<file path="config.mk">
export PLATFORM = sky130hd
export DESIGN_NAME = relu_grad_gate
export DESIGN_NICKNAME = d
export VERILOG_FILES = /design/src/rtl/relu_grad_gate.sv
export SDC_FILE = /design/constraint.sdc
export NUM_CORES = 1
export LEC_CHECK = 0
export BUFFER_PORTS_ARGS = -buffer_cell sky130_fd_sc_hd__buf_4
export CORE_MARGIN = 3
export CORE_UTILIZATION = 45
export DETAILED_ROUTE_END_ITERATION = 12
export GPL_ROUTABILITY_DRIVEN = 0
export PLACE_DENSITY = 0.72
export SYNTH_ARGS = -nofsm -noshare
export SYNTH_HDL_FRONTEND = slang
export SYNTH_SLANG_ARGS = --single-unit
</file>
<file path="constraint.sdc">
create_clock -name clk -period 2.7 [get_ports clk]
set_clock_uncertainty 0.15 [all_clocks]
set_input_delay 0.135 -clock clk [delete_from_list [all_inputs] [get_ports clk]]
set_output_delay 0.135 -clock clk [all_outputs]
set_load 0.03 [all_outputs]
</file>
<file path="src/rtl/relu_grad_gate.sv">
// ReLU gradient gate: records a per-lane "pre-activation was positive" mask on the
// forward pass and uses it, in FIFO order, to zero upstream gradient lanes on the backward pass.
module relu_grad_gate #(
  parameter int DATA_WIDTH = 8,
  parameter int SA_LENGTH  = 3,
  parameter int DEPTH      = 8
) (
  input  logic                                  clk,
  input  logic                                  rst_n,
  input  logic                                  clear,
  input  logic                                  en,
  input  logic                                  fwd_valid,
  output logic                                  fwd_ready,
  input  logic [SA_LENGTH-1:0][DATA_WIDTH-1:0]  fwd_in,
  input  logic                                  grad_valid,
  output logic                                  grad_ready,
  input  logic [SA_LENGTH-1:0][DATA_WIDTH-1:0]  grad_in,
  output logic                                  out_valid,
  input  logic                                  out_ready,
  output logic [SA_LENGTH-1:0][DATA_WIDTH-1:0]  grad_out,
  output logic [$clog2(DEPTH):0]                count
);

  localparam int AW = $clog2(DEPTH);
  localparam logic [AW:0] DEPTH_C = (AW+1)'(DEPTH);

  logic [SA_LENGTH-1:0]                 mask_mem_q [DEPTH];
  logic [AW-1:0]                        wr_ptr_q, rd_ptr_q;
  logic [AW:0]                          count_q;
  logic                                 out_valid_q;
  logic [SA_LENGTH-1:0][DATA_WIDTH-1:0] grad_out_q;

  logic                                 fwd_xfer, grad_xfer;
  logic [SA_LENGTH-1:0]                 mask_d;
  logic [SA_LENGTH-1:0][DATA_WIDTH-1:0] grad_out_d;

  // Readies depend only on registered state, so a mask written this edge
  // cannot be consumed until the next cycle.
  assign fwd_ready  = (count_q != DEPTH_C);
  assign grad_ready = (count_q != '0) && (!out_valid_q || out_ready);
  assign fwd_xfer   = fwd_valid && fwd_ready;
  assign grad_xfer  = grad_valid && grad_ready;

  // Lanes are two's complement: positive means sign clear and nonzero.
  always_comb begin
    mask_d = '1;
    if (en) begin
      for (int i = 0; i < SA_LENGTH; i++) begin
        mask_d[i] = ~fwd_in[i][DATA_WIDTH-1] & (|fwd_in[i]);
      end
    end
  end

  always_comb begin
    grad_out_d = '0;
    for (int i = 0; i < SA_LENGTH; i++) begin
      grad_out_d[i] = mask_mem_q[rd_ptr_q][i] ? grad_in[i] : '0;
    end
  end

  always_ff @(posedge clk) begin
    if (fwd_xfer && !clear) begin
      mask_mem_q[wr_ptr_q] <= mask_d;
    end
  end

  always_ff @(posedge clk or negedge rst_n) begin
    if (!rst_n) begin
      wr_ptr_q    <= '0;
      rd_ptr_q    <= '0;
      count_q     <= '0;
      out_valid_q <= 1'b0;
      grad_out_q  <= '0;
    end else if (clear) begin
      // grad_out intentionally keeps its last value across a flush
      wr_ptr_q    <= '0;
      rd_ptr_q    <= '0;
      count_q     <= '0;
      out_valid_q <= 1'b0;
    end else begin
      if (fwd_xfer) begin
        wr_ptr_q <= wr_ptr_q + AW'(1);
      end
      if (grad_xfer) begin
        rd_ptr_q    <= rd_ptr_q + AW'(1);
        grad_out_q  <= grad_out_d;
        out_valid_q <= 1'b1;
      end else if (out_ready) begin
        out_valid_q <= 1'b0;
      end
      if (fwd_xfer && !grad_xfer) begin
        count_q <= count_q + (AW+1)'(1);
      end else if (!fwd_xfer && grad_xfer) begin
        count_q <= count_q - (AW+1)'(1);
      end
    end
  end

  assign out_valid = out_valid_q;
  assign grad_out  = grad_out_q;
  assign count     = count_q;

endmodule

</file>
# Word-level counts from Yosys, hierarchy flattened
# Memory sizes are Yosys's and may differ from the RTL's.
# Cells that the tools add are included.
[totals]
word_cells = 56
output_inout_bits = 31
inputBits = 55
ff_bits = 35
mem_count = 1
ram_bits = 24
[op_classes]
muxes = 16
bitwise_logic = 7
addsub = 4
eq_ne = 1
reduce_logical = 20
[mem_list]
columns = ["memory", "depth", "width", "read_ports", "rd_clocked_by_memory_dff", "wr", "line", "text"]
rows = [
  ["mask_mem_q", 8, 3, 1, 0, 1, "27", "logic [SA_LENGTH-1:0] mask_mem_q [DEPTH];"],
]
[ops]
columns = ["operator", "count"]
rows = [
  ["8-bit two-way mux", 3],
  ["8-bit OR reduction", 3],
  ["3-bit two-way mux", 5],
  ["4-bit two-way mux", 3],
  ["3-bit by 1-bit adder with 3-bit output, second input constant", 2],
  ["1-bit logical AND", 6],
  ["3-bit nonzero test", 2],
  ["1-bit two-way mux", 5],
  ["4-bit by 1-bit adder with 4-bit output, second input constant", 1],
  ["1-bit zero test", 4],
  ["4-bit != test, second input constant", 1],
  ["1-bit NOT", 4],
  ["2-bit nonzero test", 2],
  ["4-bit nonzero test", 1],
  ["4-bit by 1-bit subtractor with 4-bit output, second input constant", 1],
  ["1-bit bitwise AND", 3],
  ["2-bit AND reduction", 1],
  ["1-bit logical OR", 1],
]

# Logic depth before layout (Yosys ltp)
[logic_depth]
word_depth = 8
ltp_mapped = 9

# Worst setup path before layout
# OpenSTA, ideal clock, no wires.
[synth_path]
kind = "register to register"
start = "register count_q[0], in the netlist count[0]"
end = "register count_q[3], in the netlist count[3]"
arrival_time_ps = 2348
required_ps = 2480
synth_period_minus_slack_ps = 2568
n_path_buf = 0
path_slack_ps = 132
stages_incl_launch_ff = 9
cell_sequence = "dfrtp_1 or4_4 nand3_4 nand3_2 ha_1 a21oi_1 nand2_1 or3_1 nand4_1"
[synth_via]
elab_chain_len = 7
elab_cells_between_ends = 15
cone_classes = "2 x add/sub; 1 x eq/ne; 3 x mux; 9 x reduce/logical"
[synth_lines]
columns = ["element", "line", "text"]
rows = [
  ["start, declared", "29", "logic [AW:0] count_q;"],
  ["start signal, assigned", "92", "count_q <= count_q + (AW+1)'(1);"],
  ["start signal, assigned", "94", "count_q <= count_q - (AW+1)'(1);"],
  ["branches (longest 7 deep; another with 4-bit by 1-bit subtractor with 4-bit output)", "n/a", ""],
]
# Parallel ways; which one is timed is not known. The select of a mux whose other input is x is not followed.
# A chain may end at the register's enable or synchronous reset.

# Worst setup path in the final report
[layout_path]
start = "register count_q[2], in the netlist count[2]"
end = "register count_q[3], in the netlist count[3]"
# The elaborated chain is that of the path after synthesis.

==> results.yml <==
pwr:
  p_comb_share_pct: 45.2
  p_total_mw: 3.952
  clkPwrFrac_pct: 20.5
  p_sw_mw: 1.538
  power.density_nw_per_um2: 1012
  ir_drop_v: 0.0006069
  p_sw_share_pct: 38.93
  p_leak_nw: 1.640
  p_seq_share_pct: 34.4
  internal-power_mw: 2.413
die:
  die_x_um: 83.52
  boundaryPins: 86
  rows: 27
  die-area_um2: 6975
  die_h_um: 83.52
  initial_core_util_pct: 47.64
  core_area_um2: 5675
cts:
  hold_buffers: 28
  cts_tree: "yes"
  cts-root-buf: "clkbuf_8"
  clkTransAtPathRegs_ns: 0.06
  clock_sinks: 59
  cts_setup_buffers: 0
  ctsResizeCount: 0
  clk_latency_ns: 0.34
  cts_buffer_depth: 2
  cts_buffers: 9
  cts_max_level: 3
global_route:
  gr-usage-met3_pct: 6.713
  grt_pass1_vias: 2341
  antenna_found_initial: 0
  grt_pass1_wl_um: 11200
  grt_overflow: 0
  grtUsageTotal_pct: 20.24
  use_met1_pct: 25.18
  grt_busiest_layer: "met2"
  met2_usage_pct: 33.31
  grt_max_degree: 36
critical_path:
  critPathBufInv: 0
  end_kind: "register"
  path_max_fanout: 9
  crit_family: "simple AND/OR/NAND/NOR gates"
  worstSetupPathType: "reg -> reg"
  cp.required_ns: 2.82
  arrival_ns: 2.63
  cpPeakStageDelay_ns: 0.53
  start_kind: "register"
  reg2reg_from: "count[2]"
  path_depth: 8
  crit_chain: "or4_4, nand3_4, nand3_2, ha_1, a21oi_1, nand2_1, or3_1, nand4_1"
  startpoint: "count[2]"
  cpMaxStageDelayCell: "or4_4"
  r2r_cells: 8
synth:
  async_flop_share_pct: 59.32
  ys.flop_type: "dfrtp_1"
  postSynthAreaPerCell_um2: 12.81
  synth_cell_types: 37
  yosys_register_bits: 59
  syn_inst: 211
  syn-num-nets: 271
  yosysSeqAreaShare_pct: 59.05
  ys_warn_count: 0
  synth_edf_count: 24
  netlist_area_um2: 2704
detailed_routing:
  viasPerCell: 5.326
  wl_per_cell_um: 15.76
  first_iter_violations: 37
  wl_um: 6429
  route.vias.total: 2173
  drt.antenna.violating_nets: 0
  drc: 0
  firstDrtPassIters: 4
placement:
  hpwl_um: 4416
  placed_cell_area_um2: 3427
  port-buffer-count: 85
  dp_cells: 364
timing:
  grt_setup_unrepaired: "false"
  hold_violations: 0
  tns_ns: 0
  post-route-period-util_pct: 92.64
  worst_pin_slew_ns: 1.131
  setup_violations: 0
  fmax_mhz: 399.8
  slew_headroom_pct: 24.00
  fin_crit_ns: 2.501
  slew_violations: 0
run_status:
  status: "completed"
min_path:
  min_path_type: "in -> reg"
  holdPathStages: 3
  min-delay-start: "grad_valid"
layout:
  antenna_cells: 0
  area_delta_synth_final_pct: 44.42
  num-nets-final: 391
  finish.utilization_pct: 68.81
  stdcell_area_um2: 3905
  mostFrequentLayoutCell: "buf_4"
  drive_gt1_share_pct: 36.01
  regArea_um2: 1597
  fin_cells: 408
  multi_input_area_um2: 1031
  final_cell_mix: "buf_4, dfrtp_1, nand2_1"
  fill_cells: 438
flow_run:
  cap_violations: 0
[power groups by stage]
stage / combinational (mW) / clock (mW) / sequential, mW
5_1_grt: 1.93 / 0.871 / 1.40
3_5_place_dp: 1.75 / 0 / 1.37
3_3_place_gp: 1.72 / 0 / 1.36
4_1_cts: 1.79 / 0.827 / 1.35
2_1_floorplan: 0.735 / 0 / 1.74
6_report: 1.78 / 0.809 / 1.36
[final timing paths]
| path | endpoint | slack, ns |
|---|---|---|
| setup / recovery | count[3] | 0.20 |
| hold / removal | out_valid | 0.04 |
| setup reg to reg | count[3] | 0.20 |
| hold reg to reg | grad_out[17] | 0.34 |
| max in group asynchronous | out_valid | 1.94 |
| min in group asynchronous | wr_ptr_q[0] | 0.14 |
[Yosys cell counts (all sizes together) (2+ instances only)]
| cell | instances | area share (%) |
|---|---|---|
| nor3 | 6 | 1.1 |
| nor4 | 5 | 1.6 |
| xor2 | 5 | 1.6 |
| nor3b | 2 | 0.93 |
| or3 | 2 | 0.46 |
| or4 | 4 | 1.2 |
| nand2b | 4 | 0.93 |
| o21ai | 6 | 1.1 |
| clkbuf | 5 | 0.69 |
| o2bb2ai | 24 | 7.8 |
| mux2i | 4 | 1.5 |
| buf | 5 | 1.5 |
| nor2 | 13 | 1.8 |
| nand2 | 29 | 4.0 |
| ha | 4 | 1.9 |
| mux4 | 6 | 5.0 |
| nand3 | 7 | 1.9 |
| dfrtp | 35 | 32 |
| a21oi | 3 | 0.56 |
| inv | 7 | 0.97 |
| edfxtp | 24 | 27 |
| nand4 | 2 | 0.46 |
| nor2b | 2 | 0.46 |
[worst register-to-register path: cells and delay by family, from the launching register on]
kind / cells / cell delay (ns)
compound gates: 1 / 0.13
flops: 1 / 0.45
fa+ha+maj: 1 / 0.34
simple gates: 6 / 1.36
[routing by layer]
metal	part of all wire (%)	vias to the layer above	wire [um]
met5	0	-	0
met4	1.3	0	86
met3	7.5	10	485
met2	49	84	3153
met1	42	1048	2703
li1	-	1031	-
[cell families after synthesis]
kind of cell / after synthesis / share of synthesized area (%)
mux: 10 / 6.479
fa+ha+maj: 5 / 2.591
buf+inv: 17 / 3.147
xor+xnor: 5 / 1.620
flops: 59 / 59.05
simple gates: 78 / 15.78
compound gates: 37 / 11.34
[registers in the layout, indices dropped and copies added (netlist names)]
signal      flops
grad_out       24
mask_mem_q     24
count           4
rd_ptr_q        3
wr_ptr_q        3
out_valid       1
[per-stage QoR]
stage | setup WS [ns] | hold WS [ns]
floorplan | 0.1320 | -0.3106
global placement | 0.2719 | -0.03683
detailed placement | 0.2162 | -0.03432
CTS | 0.2019 | 0.02590
global route | 0.06280 | 0.03730
finish | 0.1988 | 0.03510
[final cells by class]
cell class | instances | share of cell area, %
Inverter | 7 | 0.6729
Clock buffer | 14 | 4.165
Timing Repair Buffer | 119 | 24.67
Clock inverter | 2 | 0.8971
Sequential cell | 59 | 40.88
Multi-Input combinational cell | 135 | 26.40
Tap cell | 72 | 2.307
Note: power is estimated with default switching activity, not from simulation.
